[config.mk]
export PLATFORM = sky130hd
export DESIGN_NAME = openfire_decode_prefetch
export DESIGN_NICKNAME = d
export VERILOG_FILES = /design/src/rtl/openfire_decode_prefetch_pkg.sv /design/src/rtl/openfire_decode_prefetch_ibuf_fifo.sv /design/src/rtl/openfire_decode_prefetch.sv
export SDC_FILE = /design/constraint.sdc
export NUM_CORES = 1
export LEC_CHECK = 0
export CAP_MARGIN = 0
export CORE_ASPECT_RATIO = 0.8
export CORE_MARGIN = 4
export CORE_UTILIZATION = 50
export CTS_CLUSTER_DIAMETER = 40
export CTS_CLUSTER_SIZE = 16
export DETAILED_ROUTE_END_ITERATION = 8
export HOLD_SLACK_MARGIN = 0.12
export PLACE_DENSITY = 0.89
export SYNTH_ARGS = -nofsm -noshare
export SYNTH_HDL_FRONTEND = slang
export SYNTH_HIERARCHICAL = 1
export SYNTH_SLANG_ARGS = --single-unit
[constraint.sdc]
create_clock -name clock -period 4 [get_ports clock]
set_input_delay 0.8 -clock clock [delete_from_list [all_inputs] [get_ports clock]]
set_output_delay 0.8 -clock clock [all_outputs]
set_load 0.01 [all_outputs]
[src/rtl/openfire_decode_prefetch_pkg.sv]
// Shared decode constants for the OpenFire prefetch/fuse stage and DECODE:
// opcodes, delay-slot bit positions, the brali template and small helpers.
package openfire_decode_prefetch_pkg;

    localparam logic [5:0] OP_IMM  = 6'b101100;
    localparam logic [5:0] OP_BR   = 6'b100110;
    localparam logic [5:0] OP_BCC  = 6'b100111;
    localparam logic [5:0] OP_RTS  = 6'b101101;
    // Immediate forms of BR/BCC share the register forms' delay-bit position
    localparam logic [5:0] OP_BRI  = 6'b101110;
    localparam logic [5:0] OP_BCCI = 6'b101111;

    localparam int unsigned BR_DELAY_BIT  = 20;
    localparam int unsigned BCC_DELAY_BIT = 25;

    // ra field of brali: D=0, A=1, L=1 (absolute branch-and-link, no delay slot)
    localparam logic [4:0] BRALI_FLAGS = 5'b01100;

    // Source of the word presented to DECODE
    typedef enum logic [1:0] {
        SRC_NONE,
        SRC_SINGLE,
        SRC_FUSED,
        SRC_INJECT
    } out_src_e;

    function automatic logic is_imm(input logic [31:0] instr);
        return instr[31:26] == OP_IMM;
    endfunction

    function automatic logic delay_bit(input logic [31:0] instr);
        logic d;
        d = 1'b0;
        case (instr[31:26])
            OP_BR, OP_BRI:   d = instr[BR_DELAY_BIT];
            OP_BCC, OP_BCCI: d = instr[BCC_DELAY_BIT];
            OP_RTS:          d = 1'b1;
            default:         d = 1'b0;
        endcase
        return d;
    endfunction

    function automatic logic [31:0] brali(input logic [4:0] rd, input logic [15:0] vec);
        return {OP_BRI, rd, BRALI_FLAGS, vec};
    endfunction

    function automatic logic [31:0] sext16(input logic [15:0] v);
        return {{16{v[15]}}, v};
    endfunction

endpackage

[src/rtl/openfire_decode_prefetch_ibuf_fifo.sv]
// openfire_ibuf_fifo: DEPTH-entry show-ahead instruction queue.
// Registered write, combinational peek of head and head+1, pop-1/pop-2,
// synchronous clear. Owns the occupancy count.
module openfire_ibuf_fifo #(
    parameter  int unsigned DEPTH = 4,
    parameter  int unsigned W     = 64,
    localparam int unsigned AW    = $clog2(DEPTH),
    localparam int unsigned CW    = AW + 1
) (
    input  logic          i_clock,
    input  logic          i_reset_n,
    input  logic          i_clear,
    input  logic          i_push,
    input  logic [W-1:0]  i_push_data,
    input  logic          i_pop1,
    input  logic          i_pop2,
    output logic [W-1:0]  o_head,
    output logic [W-1:0]  o_head_nxt,
    output logic [CW-1:0] o_count
);

    logic [W-1:0]  r_mem [DEPTH];
    logic [AW-1:0] r_wr_ptr;
    logic [AW-1:0] r_rd_ptr;
    logic [CW-1:0] r_count;

    logic [AW-1:0] w_rd_step;
    logic [CW-1:0] w_cnt_dec;

    always_comb begin
        w_rd_step = '0;
        w_cnt_dec = '0;
        if (i_pop2) begin
            w_rd_step = AW'(2);
            w_cnt_dec = CW'(2);
        end else if (i_pop1) begin
            w_rd_step = AW'(1);
            w_cnt_dec = CW'(1);
        end
    end

    // Storage write; data words need no reset
    always_ff @(posedge i_clock) begin
        if (i_push) begin
            r_mem[r_wr_ptr] <= i_push_data;
        end
    end

    // Pointers and count; pointers wrap naturally since DEPTH is a power of two
    always_ff @(posedge i_clock) begin
        if (!i_reset_n || i_clear) begin
            r_wr_ptr <= '0;
            r_rd_ptr <= '0;
            r_count  <= '0;
        end else begin
            if (i_push) begin
                r_wr_ptr <= r_wr_ptr + AW'(1);
            end
            r_rd_ptr <= r_rd_ptr + w_rd_step;
            r_count  <= r_count + CW'(i_push) - w_cnt_dec;
        end
    end

    assign o_head     = r_mem[r_rd_ptr];
    assign o_head_nxt = r_mem[r_rd_ptr + AW'(1)];
    assign o_count    = r_count;

endmodule

[src/rtl/openfire_decode_prefetch.sv]
// openfire_decode_prefetch: prefetch queue between FETCH and DECODE.
// Fuses an IMM prefix with its follower into one 32-bit-immediate word.
// Optional interrupt-branch injection is built when OPENFIRE_INT_INJECT_EN
// is defined (adds int_req/int_ack ports and delay-slot tracking).
module openfire_decode_prefetch
    import openfire_decode_prefetch_pkg::*;
#(
    parameter int unsigned PC_W        = 32,
    parameter int unsigned DEPTH       = 4,
    parameter logic [31:0] INT_VECTOR  = 32'h10,
    parameter int unsigned INT_RET_REG = 14
) (
    input  logic            clock,
    input  logic            reset_n,
    input  logic            flush,
    input  logic            in_valid,
    output logic            in_ready,
    input  logic [31:0]     in_instr,
    input  logic [PC_W-1:0] in_pc,
    output logic            out_valid,
    input  logic            out_ready,
    output logic [31:0]     out_instr,
    output logic [PC_W-1:0] out_pc,
    output logic [31:0]     out_imm,
    output logic            out_fused
`ifdef OPENFIRE_INT_INJECT_EN
    ,
    input  logic            int_req,
    output logic            int_ack
`endif
);

    localparam int unsigned W  = 32 + PC_W;
    localparam int unsigned CW = $clog2(DEPTH) + 1;
    localparam logic [4:0]  RET_RD = 5'(INT_RET_REG);

    logic [W-1:0]    w_head;
    logic [W-1:0]    w_head_nxt;
    logic [CW-1:0]   w_count;
    logic [31:0]     w_head_instr;
    logic [PC_W-1:0] w_head_pc;
    logic [31:0]     w_nxt_instr;
    logic            w_have1;
    logic            w_have2;
    logic            w_head_imm;
    logic            w_norm_valid;
    logic            w_inject;
    logic            w_push;
    logic            w_fire;
    logic            w_pop1;
    logic            w_pop2;
    out_src_e        w_src;

    assign w_head_instr = w_head[W-1 -: 32];
    assign w_head_pc    = w_head[PC_W-1:0];
    assign w_nxt_instr  = w_head_nxt[W-1 -: 32];

    assign w_have1      = (w_count != '0);
    assign w_have2      = (w_count >= CW'(2));
    assign w_head_imm   = is_imm(w_head_instr);
    // An IMM at the head is only presentable together with its follower
    assign w_norm_valid = w_have1 && (!w_head_imm || w_have2);

    assign in_ready = reset_n && (w_count < CW'(DEPTH));
    assign w_push   = in_valid && in_ready && !flush;

`ifdef OPENFIRE_INT_INJECT_EN
    logic r_ds_pend;

    // Injection waits for a whole presentable unit, so it can never land
    // between an IMM prefix and its follower, nor ahead of a delay slot
    assign w_inject = int_req && !r_ds_pend && w_norm_valid;

    // Track whether the next consumed word is a delay slot
    always_ff @(posedge clock) begin
        if (!reset_n || flush) begin
            r_ds_pend <= 1'b0;
        end else if (w_fire) begin
            r_ds_pend <= (w_src == SRC_INJECT) ? 1'b0 : delay_bit(out_instr);
        end
    end

    assign int_ack = w_fire && (w_src == SRC_INJECT);
`else
    assign w_inject = 1'b0;
`endif

    // Choose what DECODE sees this cycle
    always_comb begin
        w_src = SRC_NONE;
        if (w_inject) begin
            w_src = SRC_INJECT;
        end else if (w_norm_valid) begin
            w_src = w_head_imm ? SRC_FUSED : SRC_SINGLE;
        end
    end

    // Output mux; data outputs are zero whenever nothing is presented
    always_comb begin
        out_valid = 1'b0;
        out_instr = '0;
        out_pc    = '0;
        out_imm   = '0;
        out_fused = 1'b0;
        case (w_src)
            SRC_SINGLE: begin
                out_valid = 1'b1;
                out_instr = w_head_instr;
                out_pc    = w_head_pc;
                out_imm   = sext16(w_head_instr[15:0]);
            end
            SRC_FUSED: begin
                out_valid = 1'b1;
                out_instr = w_nxt_instr;
                out_pc    = w_head_pc;
                out_imm   = {w_head_instr[15:0], w_nxt_instr[15:0]};
                out_fused = 1'b1;
            end
            SRC_INJECT: begin
                out_valid = 1'b1;
                out_instr = brali(RET_RD, INT_VECTOR[15:0]);
                out_pc    = w_head_pc;
                out_imm   = INT_VECTOR;
            end
            default: ;
        endcase
    end

    assign w_fire = out_valid && out_ready && !flush;
    assign w_pop1 = w_fire && (w_src == SRC_SINGLE);
    assign w_pop2 = w_fire && (w_src == SRC_FUSED);

    openfire_ibuf_fifo #(
        .DEPTH (DEPTH),
        .W     (W)
    ) u_ibuf (
        .i_clock     (clock),
        .i_reset_n   (reset_n),
        .i_clear     (flush),
        .i_push      (w_push),
        .i_push_data ({in_instr, in_pc}),
        .i_pop1      (w_pop1),
        .i_pop2      (w_pop2),
        .o_head      (w_head),
        .o_head_nxt  (w_head_nxt),
        .o_count     (w_count)
    );

endmodule

==> qor.tcl <==
set qor(clk_path_buf_depth) 3
set qor(final_nets) 780
set qor(ff2ff_path_depth) 13
set qor(drtIter0Drc) 645
set qor(number_of_iterations_in_the_first_detailed_routing_pass) 5
set qor(req_time_crit_path_ns) 3.20
set qor(antenna_found_initial) 2
set qor(post_synth_instance_area_um2) 11370
set qor(worstSetupEndpointType) {primary output}
set qor(worst_pin_slew_ns) 0.7003
set qor(die-width_um) 176.6
set qor(power.static_leakage_nw) 5.626
set qor(numCtsBuffers) 30
set qor(remaining_drc_errors) 0
set qor(clock_power_share) 0.467
set qor(cts.root.buffer_cell) {clkbuf_16}
set qor(max_freq_mhz) 247.1
set qor(grt_overflow_total) 0
set qor(wl_um) 24960
set qor(final_antenna_net_count) 0
set qor(timing.reg2reg.setup_slack_ns) 0.32
set qor(grt_first_pass_wirelength_um) 38220
set qor(grtUsageTotal) 0.1952
set qor(grt_max_degree) 56
set qor(die_h_um) 142.9
set qor(finalClockSkew_ns) 0.01355
set qor(core_um2) 22440
set qor(wire_per_inst_um) 24.14
set qor(post_cts_hold_buffer_count) 0
set qor(mean_number_of_vias_per_cell) 5.961
set qor(worst_setup_path_endpoint) {out_instr[28]}
set qor(critical_path.slowest_cell) {or4b_4}
set qor(crit_path_dat_ns) 3.25
set qor(place.port_buffers) 167
set qor(clkLatencyLatePin_ns) 0.55
set qor(clkSlewWorstSetupHoldPaths_ns) 0.06
set qor(tns_ns) -0.2243
set qor(worstPathMaxFanout) 14
set qor(finalWeightedCongestion) 0.7898
set qor(placementRows) 49
set qor(power.density_cell_area_nw_per_um2) 427.3
set qor(combPwrFrac) 0.041
set qor(post_route_cells_drive_above_1_share) 0.2517
set qor(finalWorstPathRequiredPeriod_ns) 4.047
set qor(setup.worst_path.class) {flip-flop to primary output}
set qor(htree_levels) 1
set qor(vias_in_the_first_global_route) 6594
set qor(power_switching_share) 0.2088
set qor(violations_in_the_final_reports) {setup timing}
set qor(placement.cell_area_um2) 13230
set qor(internal-power_mw) 4.915
set qor(timing.critical_path.cells) {mux4_2 > or4b_4 > nor3_4 > buf_4 > a22o_1 > clkdlybuf4s50_1}
set qor(unrepaired_setup_endpoints_after_global_routing) {yes}
set qor(share_seq_of_total_power) 0.492
set qor(timing.rr.end) {u_ibuf/o_count[2]}
set qor(synthesis.nets) 618
set qor(detailroute.via_count) 6164
set qor(die_ar_um2) 25240
set qor(min_path_cells) 2
set qor(setup_slack_ns) -0.04665
set qor(areaGrowthSynthToFinish_pct) 27.84
set qor(cts_tree) {done}
set qor(slew-limit-headroom) 0.5332
set qor(initial_core_utilization) 0.5068
set qor(switchingPower_mw) 1.297
set qor(setup.worst_path.start) {u_ibuf/r_rd_ptr[1]}
set qor(finish.instance_area_um2) 14540
set qor(vdd.ir_drop.worst_mv) 0.3693
set qor(synth_area_per_cell_um2) 20.98
set qor(hpwl_um) 15360
set qor(boundaryPins) 168
set qor(clock_sinks) 263
set qor(timing_hold_violations_final) 0
set qor(layout_worst_path_cycle_share) 1.012
set qor(drv_slew) 0
set qor(critical_path.reg2reg.startpoint) {u_ibuf/r_rd_ptr[1]}
set qor(worst_setup_path_start_kind) {flip-flop}
set qor(finalSetupViolations) 14
set qor(synth-warning-count) 6
set qor(outcome) {finished with violations}
set qor(drv.max_cap_violation_count) 0
set qor(gate_count_post_synth) 542
set qor(critical-path-max-stage-delay_ns) 0.59
set qor(min-delay-path-class) {flip-flop to flip-flop}
==> worst min path at each step <==
stage	start	to	slack, ns
floorplan	u_ibuf/r_wr_ptr[1]	u_ibuf/r_wr_ptr[1]	0.51
global placement	u_ibuf/r_wr_ptr[1]	u_ibuf/r_wr_ptr[1]	0.53
detailed placement	u_ibuf/r_wr_ptr[1]	u_ibuf/r_wr_ptr[1]	0.55
CTS	u_ibuf/r_wr_ptr[1]	u_ibuf/r_wr_ptr[1]	0.56
global route	u_ibuf/r_wr_ptr[1]	u_ibuf/r_wr_ptr[1]	0.60
finish	u_ibuf/r_wr_ptr[1]	u_ibuf/r_wr_ptr[1]	0.56
==> cell usage in the layout (no fill, tap or decap), types with 2 or more instances in the layout <==
cell,n
dlygate4sd2_1,8
clkinv_4,5
bufinv_16,4
a21o_1,16
and3b_1,3
inv_6,5
nand2b_1,2
and2_4,4
xnor2_1,3
mux4_2,96
buf_4,9
inv_8,4
a22o_1,31
dlymetal6s2s_1,51
a21boi_2,2
clkbuf_16,31
xor2_1,3
clkdlybuf4s50_1,108
dfxtp_1,5
clkinvlp_4,2
a21boi_0,22
edfxtp_1,256
clkinv_8,3
a21boi_1,9
inv_1,6
nor2_1,8
ha_1,6
nand2_1,2
buf_12,7
dfxtp_4,2
==> per-stage QoR <==
step                      setup slack, ns  cells  hold slack [ns]    util  total power [mW]
after floorplan                    0.3341    542           0.5136       -             3.204
after global placement             0.3542    974           0.5282  0.5896             3.359
after detailed placement           0.3279    974           0.5478  0.5896             3.373
after CTS                        -0.08682   1033           0.5582  0.6416             6.268
after global routing              -0.1661   1034           0.6008  0.6479             6.427
final                            -0.04665   1034           0.5588  0.6479             6.212
==> flip-flops by register name, summed over array words and instances, names as in the netlist <==
signal,count
u_ibuf/r_rd_ptr,2
u_ibuf/r_mem,256
u_ibuf/r_wr_ptr,2
u_ibuf/o_count,3
==> routing by layer <==
metal,track usage,wire (um),vias up,share of wire
met1,0.2483,9499,3194,0.38
met3,0.05320,2264,36,0.091
met4,0.04518,479,2,0.019
met2,0.3403,12700,316,0.51
li1,-,-,2616,-
met5,0,17,-,0.00068
==> critical path, delay by kind of cell (launching register included) <==
kind | cells | cell delay, ns
flip-flops | 1 | 0.40
AND/OR/NAND/NOR | 2 | 0.75
multiplexers | 1 | 0.53
buffers and inverters | 2 | 0.80
AO/OA/AOI/OAI | 1 | 0.23
==> area by class of cell <==
cell class	instances	area [um^2]
multi-input combinational	218	3159
antenna	1	2.502
inverter	6	22.52
fill	1499	7901
tap	306	382.9
clock inverter	24	321.6
timing repair buffer	185	2038
sequential	263	7835
clock buffer	31	775.7
==> power groups by stage <==
stage / Combinational [mW] / Clock (mW) / Sequential (mW)
floorplan: 0.0916 / 0 / 3.11
global placement: 0.249 / 0 / 3.11
detailed placement: 0.260 / 0 / 3.11
CTS: 0.262 / 2.95 / 3.05
global route: 0.274 / 3.10 / 3.05
finish: 0.257 / 2.90 / 3.05
==> timing repair <==
item / in CTS / in global routing
hold endpoints to repair: 0 / 0
setup buffers: 3 / 0
resized for setup: 23 / 58
endpoints found under the setup margin: 94 / 87
cloned: 1 / 0
No activity file was read; power rests on OpenSTA's default activity.
